[src/rtl/mult_pkg.sv]
// Shared definitions for the multiplier arbiter and its benches.
package mult_pkg;

    // Default signed operand width; the product is twice this wide.
    localparam int DEFAULT_W = 12;

    // Arbiter FSM states with fixed encodings so benches can decode them.
    typedef enum logic [1:0] {
        IDLE = 2'd0,
        CALC = 2'd1,
        DONE = 2'd2
    } state_t;

endpackage

[src/rtl/booth_mult.sv]
// Combinational radix-2 Booth multiplier: signed W x W -> exact 2*W product.
module booth_mult
    import mult_pkg::*;
#(
    parameter int W = DEFAULT_W
) (
    input  logic signed [W-1:0]   x,
    input  logic signed [W-1:0]   y,
    output logic signed [2*W-1:0] p
);

    // Multiplicand and its negation at full product width.
    // Working at 2*W keeps -(-2^(W-1)) representable.
    logic [2*W-1:0] x_ext;
    logic [2*W-1:0] x_neg;
    // Multiplier with the implicit y[-1] = 0 appended below bit 0.
    logic [W:0]     y_pad;
    logic [2*W-1:0] pp [W];
    logic [2*W-1:0] acc;

    assign x_ext = {{W{x[W-1]}}, x};
    assign x_neg = (~x_ext) + 1'b1;
    assign y_pad = {y, 1'b0};

    // One partial product per multiplier bit.
    // The bit pair (y[i], y[i-1]) selects +x, -x or 0 at weight 2^i.
    // The top pair carries the sign of y, so no correction term is needed.
    generate
        for (genvar gi = 0; gi < W; gi++) begin : g_pp
            assign pp[gi] = (y_pad[gi+1:gi] == 2'b01) ? (x_ext << gi) :
                            (y_pad[gi+1:gi] == 2'b10) ? (x_neg << gi) :
                            '0;
        end
    endgenerate

    // Sum the partial products modulo 2^(2W); the result is the signed product.
    always_comb begin
        acc = '0;
        for (int i = 0; i < W; i++) begin
            acc = acc + pp[i];
        end
    end

    assign p = acc;

endmodule

[src/rtl/mult_arbiter.sv]
// Two-requester round-robin front end for a shared Booth multiplier.
// Each request runs IDLE -> CALC -> DONE, with the result held until it is consumed.
module mult_arbiter
    import mult_pkg::*;
#(
    parameter int W = DEFAULT_W
) (
    input  logic           clk,
    input  logic           rst_n,
    input  logic           req0_valid,
    output logic           req0_ready,
    input  logic [W-1:0]   req0_x,
    input  logic [W-1:0]   req0_y,
    input  logic           req1_valid,
    output logic           req1_ready,
    input  logic [W-1:0]   req1_x,
    input  logic [W-1:0]   req1_y,
    output logic           res_valid,
    input  logic           res_ready,
    output logic [2*W-1:0] res_p,
    output logic           res_id,
    output logic           busy
);

    state_t         state_reg;
    state_t         state_next;
    logic           rr_reg;
    logic [W-1:0]   x_reg;
    logic [W-1:0]   y_reg;
    logic           id_reg;
    logic [2*W-1:0] res_p_reg;
    logic           res_id_reg;
    logic [2*W-1:0] product;
    logic           grant_any;
    logic           grant_id;
    logic           handshake;

    // Grant a lone valid requester; on contention, rr names the winner.
    assign grant_any = req0_valid | req1_valid;
    assign grant_id  = (req0_valid & req1_valid) ? rr_reg : req1_valid;

    // Next state and handshake outputs.
    // Ready is only offered in IDLE, so a granted valid is a handshake.
    always_comb begin
        state_next = state_reg;
        req0_ready = 1'b0;
        req1_ready = 1'b0;
        res_valid  = 1'b0;
        handshake  = 1'b0;
        case (state_reg)
            IDLE: begin
                if (grant_any) begin
                    req0_ready = ~grant_id;
                    req1_ready = grant_id;
                    handshake  = 1'b1;
                    state_next = CALC;
                end
            end
            CALC: begin
                state_next = DONE;
            end
            DONE: begin
                res_valid = 1'b1;
                if (res_ready) begin
                    state_next = IDLE;
                end
            end
            default: begin
                state_next = IDLE;
            end
        endcase
    end

    // State register.
    always_ff @(posedge clk or negedge rst_n) begin
        if (!rst_n) begin
            state_reg <= IDLE;
        end else begin
            state_reg <= state_next;
        end
    end

    // Operand capture, round-robin pointer and result registers.
    // Operands are sampled only on the handshake edge; the product is
    // sampled only at the end of CALC, so later input changes cannot disturb it.
    always_ff @(posedge clk or negedge rst_n) begin
        if (!rst_n) begin
            rr_reg     <= 1'b0;
            x_reg      <= '0;
            y_reg      <= '0;
            id_reg     <= 1'b0;
            res_p_reg  <= '0;
            res_id_reg <= 1'b0;
        end else begin
            if (handshake) begin
                x_reg  <= grant_id ? req1_x : req0_x;
                y_reg  <= grant_id ? req1_y : req0_y;
                id_reg <= grant_id;
                rr_reg <= ~grant_id;
            end
            if (state_reg == CALC) begin
                res_p_reg  <= product;
                res_id_reg <= id_reg;
            end
        end
    end

    booth_mult #(
        .W (W)
    ) u_booth_mult (
        .x (x_reg),
        .y (y_reg),
        .p (product)
    );

    assign res_p  = res_p_reg;
    assign res_id = res_id_reg;
    assign busy   = (state_reg != IDLE);

endmodule

[config.mk]
export PLATFORM = sky130hd
export DESIGN_NAME = mult_arbiter
export DESIGN_NICKNAME = d
export VERILOG_FILES = /design/src/rtl/mult_pkg.sv /design/src/rtl/booth_mult.sv /design/src/rtl/mult_arbiter.sv
export SDC_FILE = /design/constraint.sdc
export NUM_CORES = 1
export LEC_CHECK = 0
export BUFFER_PORTS_ARGS = -buffer_cell sky130_fd_sc_hd__buf_2
export CAP_MARGIN = 20
export CORE_ASPECT_RATIO = 1.75
export CORE_MARGIN = 2
export CORE_UTILIZATION = 45
export CTS_BUF_LIST = sky130_fd_sc_hd__clkbuf_16
export DETAILED_ROUTE_END_ITERATION = 10
export GPL_TIMING_DRIVEN = 0
export MAX_ROUTING_LAYER = met4
export SYNTH_ARGS = -nofsm -noshare
export SYNTH_HDL_FRONTEND = slang
export SYNTH_SLANG_ARGS = --single-unit
[constraint.sdc]
create_clock -name clk -period 10.6 [get_ports clk]
set_clock_uncertainty 0.05 [all_clocks]
set_input_delay 2.12 -clock clk [delete_from_list [all_inputs] [get_ports clk]]
set_output_delay 2.12 -clock clk [all_outputs]
set_load 0.01 [all_outputs]
# Yosys cells after proc, flatten, opt, wreduce, memory -nomap -nowiden
# Cells that the tools add are included.
# totals
register_bits	53
inputBits	53
output_inout_bits	29
elab_cells	88
# classes
add_sub_neg	12
n_eq_ne	26
mux	36
n_bitwise	4
n_reduce_logical	3
# ops
operator	count
24-bit two-way mux	23
24-bit adder	11
24-bit by 1-bit adder with 24-bit output, second input constant	1
2-bit by 1-bit == test with 1-bit output, second input constant	12
2-bit == test, second input constant	12
12-bit two-way mux	2
24-bit NOT	1
1-bit two-way mux	8
2-bit one-hot mux with 3 select lines	1
2-bit two-way mux	2
2-bit inequality test, second input constant	2
2-bit logical NOT	1
2-bit AND reduction	1
2-bit nonzero test	1
1-bit AND	1
1-bit NOT	1
1-bit OR	1

# Longest topological paths before layout
# depth
word_depth	15
depth_mapped	29
depth_no_buf	26

# Hierarchy
# Synthesis repeated with hierarchy kept, for this count alone.
# unflattened
cells_unflattened	1086
hier_area_um2	10038.4
# modules_own_cells
module	instances	cells_each	area_each_um2
booth_mult	1	875	7574.8
mult_arbiter	1	211	2463.6

# Worst setup path after synthesis
# OpenSTA, ideal clock, no wires.
# synth_path
path_type	register to register
from	reg x_reg[0]
to	reg res_p_reg[20] (netlist: res_p[20])
arrival_ps	6576
required_ps	10454
setup_slack_ps	3878
stages_incl_launch_ff	28
path_buffers	3
synth_period_minus_slack_ps	6722
cell_sequence	dfrtp_1 -> clkbuf_1 -> inv_1 -> ha_1 -> buf_2 -> nor3b_4 -> nand2_1 -> nor2_1 -> xnor2_1 -> clkbuf_1 -> nand2_1 -> fa_1 -> inv_1 -> fa_1 -> inv_1 -> fa_1 -> fa_1 -> inv_1 -> ha_1 -> ha_1 -> a21o_1 -> a21oi_1 -> o21ai_1 -> a2111oi_0 -> nor4_1 -> o31ai_1 -> a21boi_0 -> o31ai_1
# synth_via
elab_chain_len	15
elab_cells_between_ends	36
cone_classes	add/sub: 12; mux: 23; bitwise: 1
# synth_rtl
item	line	rtl
from (decl)	mult_arbiter.sv:28	logic [W-1:0] x_reg;
from (signal assigned)	mult_arbiter.sv:96	x_reg <= grant_id ? req1_x : req0_x;
24-bit NOT	booth_mult.sv:22	assign x_neg = (~x_ext) + 1'b1;
24-bit by 1-bit adder with 24-bit output	booth_mult.sv:22	
24-bit two-way mux	booth_mult.sv:31	(y_pad[gi+1:gi] == 2'b10) ? (x_neg << gi) :
24-bit two-way mux	booth_mult.sv:30	assign pp[gi] = (y_pad[gi+1:gi] == 2'b01) ? (x_ext << gi) :
24-bit adder (10 in series)	booth_mult.sv:40	acc = acc + pp[i];
24-bit adder (*)	booth_mult.sv:40	
to (signal assigned)	mult_arbiter.sv:102	res_p_reg <= product;
to (decl)	mult_arbiter.sv:31	logic [2*W-1:0] res_p_reg;
# Mark *: on every way between the ends. The rest lies on a longest branch, timed or not.
# A chain may end at the register's enable or synchronous reset.

# Final worst setup path
# Same ends and word-level chain as after synthesis.

==> impl_metrics.yaml <==
yosys:
  async_flop_share_pct: 100
  netlist_area_mm2: 0.00969
  synth.distinct_cells: 53
  yosysTopAreaCell: "fa_1"
  ys_seq_area_share_pct: 13.7
  synth_common_cells: "203 x inv_1, 161 x fa_1, 79 x clkbuf_1"
  synth_edf_count: 0
  syn_avg_cell_area_um2: 9.09
  synth_nets: 1317
  yosys_warnings: 0
  netlist_instances: 1066
  synth-seq-cells: 53
  yosysMostFrequentCell: "inv_1"
  ys.flop_type: "dfrtp_1"
  synth_top_area_share_pct: 33.3
  synthTopCellsByArea: "fa_1 33%, dfrtp_1 14%, inv_1 7.9%, a22o_1 5.9%, a22oi_1 5.7%"
routing:
  ant_nets: 0
  num_vias: 8437
  routed_via_density: 5.98
  drt_first_iter_violations: 692
  wl_met3_mm: 1.58
  wl_met2_mm: 17.4
  top_layer: "met4"
  drc: 0
  drt-total-wl_mm: 33.2
  dr.pass1.iters: 6
  wl_met1_mm: 11.8
  wl_per_cell_um: 23.5
final_layout:
  syn_to_final_growth_pct: 9.44
  num_antenna_cells: 0
  largest_reg_flops: 24
  drive_gt1_share_pct: 9.52
  num-fill-cells: 2114
  nNetsFinal: 1406
hold_path:
  hold_path_class: "reg -> reg"
  min_from: "res_p[20]"
critical_path:
  critical-path-top-delay-family: "adder cells"
  critPathArrivalTime_ns: 8.51
  r2r_start: "x_reg[0]"
  max_stage_delay_ns: 0.87
  crit_type: "reg -> reg"
  critPathRequiredTime_ns: 10.72
  worst-path-max-fanout: 10
  end_kind: "register"
  crit_path_start: "x_reg[0]"
  worst-path-buf-inv: 7
  slowest_stage: "a2111oi_0"
  worst_setup_path_start_kind: "register"
global_routing:
  grt_pass1_wl_mm: 51.9
  grt_overflow: 0
  antenna_found_initial: 0
  grt.total_usage_pct: 31.8
  grt_max_degree: 35
  grt_pass1_vias: 9232
sta:
  relSlewSlack_pct: 25.7
  min_period_over_period_pct: 79.2
  min_period_ns: 8.40
  setup_viol: 0
  fin_tns_setup_ns: 0
  rsz0062_at_grt: "no"
  clock.fmax_ghz: 0.119
  finalMaxSlewViolations: 0
  worst_slew_pin_slew_ns: 1.11
  finalHoldViolCount: 0
clock_network:
  cts_tree: "yes"
  cts_resized: 0
  cts_made_buffers: 5
  cts.clk_slew.worst_paths_ns: 0.07
  clockBufferDepth: 2
  clkSinkCount: 53
  cts_setup_buffers: 0
  cts_hold_buffers: 0
  cts_root_buf: "clkbuf_16"
  htree_num_levels: 2
  worstSkewPairLatency_ns: 0.31
placement:
  gp_congestion: 1.04
  numPortBuffers: 81
  dp_hpwl_mm: 26.8
die:
  io_pins: 82
  die_y_um: 198
  floorplan.rows: 71
  start_util_pct: 45.4
  die_x_um: 115
  core_mm2: 0.0213
  fp.dieArea_mm2: 0.0228
flow_run:
  drv_cap: 0
status:
  outcome: "completed"
==> metal layers <==
| metal | track usage [%] | vias up |
|---|---|---|
| li1 | - | 3747 |
| met1 | 34.6 | 4217 |
| met2 | 55.3 | 353 |
| met3 | 3.43 | 120 |
| met4 | 19.2 | 0 |
| met5 | - | - |
==> layout make-up <==
class / count / area [um2] / share of cell area, %
plain buffers: 89 / 355 / 3.35
inverters: 203 / 762 / 7.19
flip-flops and latches: 53 / 1330 / 12.5
multi-input cells: 721 / 7240 / 68.3
clock buffers: 5 / 125 / 1.18
clock inverters: 3 / 45.0 / 0.425
repair buffers: 82 / 425 / 4.01
well taps: 255 / 319 / 3.01
==> stage by stage <==
| stage | instance area (um2) | worst slack (ns) | instances | hold WS (ns) | util, % |
|---|---|---|---|---|---|
| 5_1_grt | 10600 | 1.76 | 1411 | 0.446 | 49.7 |
| 3_3_place_gp | 10400 | 2.40 | 1402 | 0.405 | 48.8 |
| 4_1_cts | 10600 | 2.26 | 1411 | 0.428 | 49.7 |
| 3_5_place_dp | 10400 | 2.30 | 1403 | 0.411 | 48.9 |
| 2_1_floorplan | 9690 | 3.88 | 1066 | 0.396 | - |
| 6_report | 10600 | 2.20 | 1411 | 0.424 | 49.7 |
==> cell usage in the layout (no fill, tap or decap), types with 4 or more instances in the layout <==
master / netlist / routed
ha_1: 37 / 37
xor2_1: 10 / 10
o21ai_1: 4 / 4
mux2_2: 8 / 8
a22oi_1: 74 / 74
nand3_1: 5 / 5
xnor2_1: 29 / 29
nor3_1: 5 / 5
nand2b_1: 23 / 23
o22ai_1: 8 / 8
a21oi_1: 37 / 37
clkbuf_16: 0 / 5
nor2_1: 15 / 15
nor2b_1: 23 / 23
and2_1: 9 / 9
a21o_1: 6 / 6
inv_1: 203 / 203
dfrtp_1: 53 / 53
clkbuf_1: 79 / 79
o21bai_1: 4 / 4
buf_2: 5 / 86
a222oi_1: 25 / 25
a22o_1: 65 / 65
nand2_1: 59 / 59
o31ai_1: 5 / 5
fa_1: 161 / 161
o21ai_0: 74 / 74
==> kinds of logic (layout without fill, tap and decap cells) <==
family,count (synthesis),in the layout,share of synthesized area [%]
xor gates and xnor gates,41,41,3.93
buffers and inverters,292,382,11.5
muxes,9,9,1.03
and+or+nand+nor,156,156,8.63
DFF,53,53,13.7
adders and majority gates,198,198,38.0
AOI/OAI and AO/OA,317,317,23.1
==> worst register-to-register path: stages, from the launching register on <==
cell       delay (ns)
dfrtp_1          0.42
clkbuf_1         0.30
inv_1            0.26
ha_1             0.18
buf_2            0.20
nor3b_4          0.41
nand2_1          0.14
nor2_1           0.14
xnor2_1          0.17
clkbuf_1         0.60
nand2_1          0.19
fa_1             0.58
inv_1            0.05
fa_1             0.50
inv_1            0.05
fa_1             0.48
fa_1             0.49
inv_1            0.04
ha_1             0.27
ha_1             0.33
a21o_1           0.18
a21oi_1          0.31
o21ai_1          0.15
a2111oi_0        0.87
nor4_1           0.24
o31ai_1          0.32
nor3b_1          0.23
o31ai_1          0.08
==> final timing paths <==
path                                   to  slack [ns]  depth (start not counted)
worst max-delay path            res_p[20]        2.20                         27
worst max register to register  res_p[20]        2.20                         27
max in group asynchronous       res_p[23]        8.22                          2
min in group asynchronous        y_reg[7]        1.71                          1
worst min register to register  res_p[20]        0.42                          2
worst min-delay path            res_p[20]        0.42                          2
Power is left out: the tool's default activity adds up to more than one toggle a clock period on the data nets, which glitch-free logic cannot reach.
